[src/rtl/sprite_blitter.sv]
// sprite_blitter: multi-cycle CHIP-8 sprite blitter with an internal
// DISP_W x DISP_H monochrome frame buffer.
//
// Sprites are XOR-drawn one byte-wide row per clock as a read-modify-write
// of one VRAM row. Pixels that were already lit when a set sprite bit hits
// them raise the collision flag reported on vf. Off-screen pixels are
// either wrapped or clipped, selected per draw. A multi-cycle clear and a
// power-up clear zero one VRAM row per clock. A registered read port lets
// the display scanner fetch whole rows independently of blitter activity.
//
// Ports:
//   clk, rst_n        clock (rising edge) and asynchronous active-low reset
//   clear_req         request a screen clear (sampled only when idle)
//   draw_req          request a sprite draw (sampled only when idle)
//   row, col          sprite start row (Vy) and column (Vx)
//   height            sprite height in rows (n), saturated to MAX_ROWS
//   wrap              1 = wrap off-screen pixels, 0 = clip them
//   sprite_data       sprite bytes, first row in the most significant byte
//   busy              operation in progress; requests are dropped
//   done              one-cycle pulse when a requested clear/draw completes
//   vf                collision result {7'b0, flag} of the last draw
//   rd_row, rd_data   scanner read port, one cycle latency, bit c = column c
module sprite_blitter #(
  parameter int DISP_W   = 64,
  parameter int DISP_H   = 32,
  parameter int MAX_ROWS = 15
) (
  input  logic                      clk,
  input  logic                      rst_n,
  input  logic                      clear_req,
  input  logic                      draw_req,
  input  logic [7:0]                row,
  input  logic [7:0]                col,
  input  logic [7:0]                height,
  input  logic                      wrap,
  input  logic [MAX_ROWS*8-1:0]     sprite_data,
  output logic                      busy,
  output logic                      done,
  output logic [7:0]                vf,
  input  logic [$clog2(DISP_H)-1:0] rd_row,
  output logic [DISP_W-1:0]         rd_data
);

  localparam int RW = $clog2(DISP_H);          // VRAM row index width
  localparam int XW = $clog2(DISP_W);          // pixel column index width
  localparam int HW = $clog2(MAX_ROWS + 1);    // saturated height width
  localparam int CW = (RW > HW) ? RW : HW;     // shared row counter width
  localparam int SW = MAX_ROWS * 8;            // sprite buffer width

  typedef enum logic [2:0] {
    INIT_CLR,
    IDLE,
    CLEAR,
    DRAW,
    FIN
  } state_t;

  state_t            state, next_state;
  logic [CW-1:0]     cnt;        // row being cleared, or sprite row index
  logic [XW-1:0]     x0;
  logic [RW-1:0]     y0;
  logic [HW-1:0]     h;
  logic              wrap_q;
  logic [SW-1:0]     spr_q;      // shifted left one byte per drawn row
  logic              coll_acc;

  logic [DISP_W-1:0] vram [DISP_H];

  logic              accept_clear;
  logic              accept_draw;

  // Row datapath for the current sprite row.
  logic [7:0]        spr_byte;
  logic [RW:0]       y_sum;
  logic              y_over;
  logic [RW-1:0]     y_idx;
  logic              row_on;
  logic [DISP_W-1:0] old_row;
  logic [DISP_W-1:0] mask;
  logic              row_coll;

  // VRAM write port.
  logic              wr_en;
  logic [RW-1:0]     wr_idx;
  logic [DISP_W-1:0] wr_val;

  logic [DISP_W-1:0] rd_word;

  assign accept_clear = (state == IDLE) && clear_req;
  assign accept_draw  = (state == IDLE) && !clear_req && draw_req;

  // ---------------------------------------------------------------------
  // FSM next state and Moore outputs
  // ---------------------------------------------------------------------
  // NOTE: every output of a combinational block gets a default before the
  // case statement, so no path leaves it unassigned and no latch is inferred.
  always_comb begin
    next_state = state;
    busy       = 1'b1;
    done       = 1'b0;
    case (state)
      INIT_CLR: begin
        if (cnt == CW'(DISP_H - 1)) next_state = IDLE;
      end
      IDLE: begin
        busy = 1'b0;
        if (accept_clear)      next_state = CLEAR;
        else if (accept_draw)  next_state = (height == 8'd0) ? FIN : DRAW;
      end
      CLEAR: begin
        if (cnt == CW'(DISP_H - 1)) next_state = FIN;
      end
      DRAW: begin
        if (cnt == CW'(h) - CW'(1)) next_state = FIN;
      end
      FIN: begin
        busy       = 1'b0;
        done       = 1'b1;
        next_state = IDLE;
      end
      default: next_state = INIT_CLR;
    endcase
  end

  // ---------------------------------------------------------------------
  // Sprite row datapath
  // ---------------------------------------------------------------------
  assign spr_byte = spr_q[SW-1 -: 8];

  // Start row is already reduced mod DISP_H and the row index is below
  // MAX_ROWS, so one conditional subtract implements the vertical wrap.
  assign y_sum   = {1'b0, y0} + (RW + 1)'(cnt);
  assign y_over  = (y_sum >= (RW + 1)'(DISP_H));
  assign y_idx   = y_over ? RW'(y_sum - (RW + 1)'(DISP_H)) : RW'(y_sum);
  assign row_on  = !y_over || wrap_q;
  assign old_row = vram[y_idx];

  // Columns wrap with a single subtract as well; with DISP_W >= 8 the eight
  // target columns are distinct, so each pixel is hit at most once.
  always_comb begin
    logic [XW:0] cx;
    mask = '0;
    for (int j = 0; j < 8; j++) begin
      cx = {1'b0, x0} + (XW + 1)'(j);
      if (spr_byte[7-j]) begin
        if (cx < (XW + 1)'(DISP_W))
          mask[XW'(cx)] = 1'b1;
        else if (wrap_q)
          mask[XW'(cx - (XW + 1)'(DISP_W))] = 1'b1;
      end
    end
  end

  assign row_coll = row_on && |(old_row & mask);

  always_comb begin
    wr_en  = 1'b0;
    wr_idx = '0;
    wr_val = '0;
    case (state)
      INIT_CLR, CLEAR: begin
        wr_en  = 1'b1;
        wr_idx = RW'(cnt);
      end
      DRAW: begin
        // Clipped rows still use their cycle but leave VRAM untouched.
        wr_en  = row_on;
        wr_idx = y_idx;
        wr_val = old_row ^ mask;
      end
      default: ;
    endcase
  end

  // ---------------------------------------------------------------------
  // Frame buffer
  // ---------------------------------------------------------------------
  // NOTE: the VRAM array has no reset; it is zeroed row by row by the
  // INIT_CLR sequence, which keeps it mappable onto plain RAM.
  always_ff @(posedge clk) begin
    if (wr_en) vram[wr_idx] <= wr_val;
  end

  generate
    if ((1 << RW) == DISP_H) begin : g_rd_full
      assign rd_word = vram[rd_row];
    end else begin : g_rd_guard
      assign rd_word = (rd_row < RW'(DISP_H)) ? vram[rd_row] : '0;
    end
  endgenerate

  // ---------------------------------------------------------------------
  // Control and datapath registers
  // ---------------------------------------------------------------------
  // NOTE: sequential state uses non-blocking assignments only, so every
  // register samples pre-edge values; this is also what gives the read port
  // the old contents of a row written in the same cycle.
  always_ff @(posedge clk or negedge rst_n) begin
    if (!rst_n) begin
      state    <= INIT_CLR;
      cnt      <= '0;
      x0       <= '0;
      y0       <= '0;
      h        <= '0;
      wrap_q   <= 1'b0;
      spr_q    <= '0;
      coll_acc <= 1'b0;
      vf       <= '0;
      rd_data  <= '0;
    end else begin
      state   <= next_state;
      rd_data <= rd_word;

      if ((next_state == state) &&
          (state == INIT_CLR || state == CLEAR || state == DRAW))
        cnt <= cnt + CW'(1);
      else
        cnt <= '0;

      if (accept_draw) begin
        x0       <= XW'(col % DISP_W);
        y0       <= RW'(row % DISP_H);
        h        <= (height > 8'(MAX_ROWS)) ? HW'(MAX_ROWS) : HW'(height);
        wrap_q   <= wrap;
        spr_q    <= sprite_data;
        coll_acc <= 1'b0;
        // A zero-height draw skips DRAW; its (empty) result lands here.
        if (height == 8'd0) vf <= '0;
      end

      if (state == DRAW) begin
        spr_q    <= spr_q << 8;
        coll_acc <= coll_acc | row_coll;
        // Loaded on entry to FIN so the flag is valid alongside done.
        if (next_state == FIN) vf <= {7'b0, coll_acc | row_coll};
      end
    end
  end

endmodule

[config.mk]
export PLATFORM = sky130hd
export DESIGN_NAME = sprite_blitter
export DESIGN_NICKNAME = d
export VERILOG_FILES = /design/src/rtl/sprite_blitter.sv
export SDC_FILE = /design/constraint.sdc
export NUM_CORES = 2
export LEC_CHECK = 0
export ABC_AREA = 0
export CAP_MARGIN = 10
export CORE_ASPECT_RATIO = 1.1
export CORE_MARGIN = 2
export CORE_UTILIZATION = 63
export DETAILED_ROUTE_END_ITERATION = 10
export PLACE_DENSITY_LB_ADDON = 0.12
export SYNTH_ARGS = -nofsm -noshare
export SYNTH_HDL_FRONTEND = slang
export SYNTH_SLANG_ARGS = --single-unit
[constraint.sdc]
create_clock -name clk -period 7.1 [get_ports clk]
set_input_delay 0.71 -clock clk [delete_from_list [all_inputs] [get_ports clk]]
set_output_delay 0.71 -clock clk [all_outputs]
set_load 0.005 [all_outputs]
==> flow_metrics.py <==
metrics = {
    "status": {
        "status": "complete, no violations",
    },
    "detailed_routing": {
        "routed_wl_mm": 356,
        "wl_met1_mm": 123,
        "first_pass_iters": 5,
        "vias_per_cell": 7.84,
        "postRouteAntennaNets": 0,
        "drcViolationCount": 0,
        "dr.max_layer_used": "met5",
        "drtIter0Drc": 11761,
        "drt-wirelength-per-cell_um": 40.8,
        "met3WireLength_mm": 46.2,
        "routed-wl-met2_mm": 168,
        "vias": 68521,
    },
    "power": {
        "power_density_nw_per_um2": 470,
        "ir_worst_vdd_mv": 0.732,
        "p_leak_nw": 41.5,
    },
    "global_route": {
        "grt_start_max_net_pins": 151,
        "gr-total-overflow": 0,
        "grt_use_total_pct": 40.9,
        "grt_pass1_vias": 68508,
        "antenna_found_initial": 12,
        "grt_pass1_wl_mm": 501,
    },
    "timing": {
        "rsz0062_at_grt": "false",
        "hold_slack_ns": 0.370,
        "setup_viol": 0,
        "slew_violations": 0,
        "fin_crit_sh_pct": 91.4,
        "relSlewSlack_pct": 6.32,
        "hold_violations": 0,
        "final.setup.tns_ns": 0,
        "tightest_slew_ns": 1.41,
        "layout_min_cycle_time_ns": 6.49,
        "finalClockSkew_ns": 0.0326,
        "fmax_ghz": 0.154,
    },
    "yosys": {
        "synth_area_um2": 109000,
        "synth-simple-area-share_pct": 4.73,
        "syn_nets": 6249,
        "synth_compound_area_share_pct": 4.30,
        "async_flop_share_pct": 9.58,
        "synth_top_family_by_area": "multiplexers",
        "synth.largest_area_cell": "edfxtp_1",
        "synth.area.top_cells": "edfxtp_1 57%, mux4_2 24%, dfrtp_1 5.0%",
        "synth_edf_count": 2048,
        "seq_area_frac_synth_pct": 61.6,
        "avgSynthCellArea_um2": 18.1,
        "yosysMostFrequentCell": "edfxtp_1",
        "yosys.area_share.adder_pct": 0.893,
        "synth-warning-count": 0,
        "synthMuxAreaShare_pct": 26.3,
        "synth_ff_type": "edfxtp_1",
        "synth.cells.most_frequent": "2048 x edfxtp_1, 1152 x mux4_2, 368 x nand2_1, 267 x clkbuf_1, 247 x nor2_1",
        "synthXorXnorAreaFrac_pct": 0.242,
        "syn_inst": 6018,
        "synth_seq_cells": 2265,
        "yosys.cell_types.count": 74,
        "synth_top_area_share_pct": 56.6,
    },
    "setup_path": {
        "end_kind": "flip-flop",
        "slowest_stage": "dfrtp_1",
        "cp.depth": 16,
        "cp_top_family": "simple AND/OR/NAND/NOR gates",
        "crit_path_max_fanout": 18,
        "critPathLaunchType": "flip-flop",
        "critical_path_class": "reg2reg",
        "crit_buf_inv": 4,
        "arrival_ns": 7.26,
        "cp_slowest_stage_delay_ns": 0.78,
        "crit_chain": "inv_1, ha_1, nor2b_1, o21ba_1, nor4_1, a2111oi_0, o211ai_1, ha_1, nor4_1, buf_4, nand4_1, buf_4, nor4_1, buf_4, o21bai_1, mux2_2",
        "r2r_cells": 16,
        "critical_path_required_ns": 7.87,
    },
    "cts": {
        "cts_buffer_depth": 3,
        "post_cts_resize_count": 0,
        "clk_pin_slew_ns": 0.07,
        "cts_tree": "done",
        "clk_latency_ns": 0.88,
        "cts_root_buffer": "clkbuf_16",
        "post_cts_buffers": 0,
        "numCtsBuffers": 215,
        "clock-sinks": 2265,
        "h-tree-depth": 4,
    },
    "floorplan": {
        "rows": 159,
        "die_area_um2": 176000,
        "initial_core_util_pct": 63.5,
        "core-area_um2": 171000,
        "die_height_um": 440,
        "pin_count": 228,
        "fp.dieW_um": 400,
    },
    "finish": {
        "nFillCells": 10018,
        "stdcell_area_um2": 122000,
        "finalNonFillerCells": 8737,
        "nNetsFinal": 6517,
        "drive_gt1_share_pct": 29.7,
        "syn_to_final_growth_pct": 12.7,
    },
    "hold_path": {
        "min_path_cells": 3,
        "min_path_type": "in2reg",
    },
    "job": {
        "drv_cap": 0,
    },
    "placement": {
        "place_area_um2": 115000,
        "io_buffers": 222,
        "gp_congestion": 1.04,
        "dp_hpwl_mm": 204,
        "place_inst": 8321,
    },
}
[logic make-up (layout without fill, tap and decap cells)]
family	Yosys count	in the layout
other cells	0	7
simple gates	1091	1091
xor+xnor	30	30
fa+ha+maj	77	77
compound gates	658	658
mux	1411	1411
buf+inv	486	944
flops	2265	2265
[tightest hold or removal path, stage by stage]
cell and delay [ns]:
clkdlybuf4s50_1 0.40, nand2_1 0.06, nand2_1 0.04
[stage by stage]
stage	utilization (%)	total power (W)	setup slack [ns]
3_5_place_dp	67.2	0.0447	0.752
3_3_place_gp	67.2	0.0443	0.803
2_1_floorplan	-	0.0340	1.41
5_1_grt	71.6	0.0590	0.601
4_1_cts	71.6	0.0570	0.762
6_report	71.6	0.0576	0.611
[cell usage in the layout (no fill, tap or decap), types with 83 or more instances in the layout]
cell and count:
clkbuf_16 219, o21ai_0 83, nand3_1 121, buf_4 236, dfrtp_1 216, edfxtp_1 2048
clkdlybuf4s50_1 216, nand2_1 367, mux2i_1 194, nor2_1 214, a31oi_1 116, mux4_2 1152
[final timing paths]
check	startpoint	end	slack, ns
max	x0[1]$_DFFE_PN0P_	vf[0]$_DFF_PN0_	0.61
min	row[1]	y0[1]$_DFFE_PN0P_	0.37
max reg2reg	x0[1]$_DFFE_PN0P_	vf[0]$_DFF_PN0_	0.61
min reg2reg	vf[1]$_DFF_PN0_	vf[1]$_DFF_PN0_	0.50
max in group asynchronous	rst_n	rd_data[29]$_DFF_PN0_	5.19
min in group asynchronous	rst_n	spr_q[30]$_DFFE_PN0P_	0.44
[layout make-up]
| class | instances | area (um2) | area share, % |
|---|---|---|---|
| well taps | 2254 | 2820 | 2.30 |
| repair buffers | 511 | 5080 | 4.15 |
| flip-flops and latches | 2265 | 66900 | 54.7 |
| clock buffers | 300 | 6160 | 5.03 |
| diodes | 7 | 17.5 | 0.0143 |
| inverters | 26 | 97.6 | 0.0797 |
| clock inverters | 107 | 1250 | 1.02 |
| multi-input cells | 3267 | 40100 | 32.8 |
[flip-flops by register name (all words and copies together), names as in the netlist]
| signal | flops |
|---|---|
| cnt | 5 |
| coll_acc | 1 |
| h | 4 |
| rd_data | 64 |
| spr_q | 120 |
| state | 3 |
| vf | 8 |
| vram | 2048 |
| wrap_q | 1 |
| x0 | 6 |
| y0 | 5 |
[per-layer routing]
layer  GRT usage, %  up-vias
met3           10.3     1065
met1           55.8    35517
met4           19.7       11
li1               -    26054
met5              0        -
met2           62.8     5874
[power breakdown]
group          internal [W]  total [W]  leakage (nW)  switching (W)
combinational        0.0108     0.0277          15.9         0.0169
clock               0.00699     0.0120          3.64        0.00506
sequential           0.0169     0.0179          22.0       0.000944
total                0.0347     0.0576          41.5         0.0229
[timing repair]
| item | in CTS | in global routing |
|---|---|---|
| hold buffers | 1 | 0 |
| hold endpoints to repair | 67 | 0 |
| setup endpoints to repair | 0 | 0 |
No activity file was read; power rests on OpenSTA's default activity.
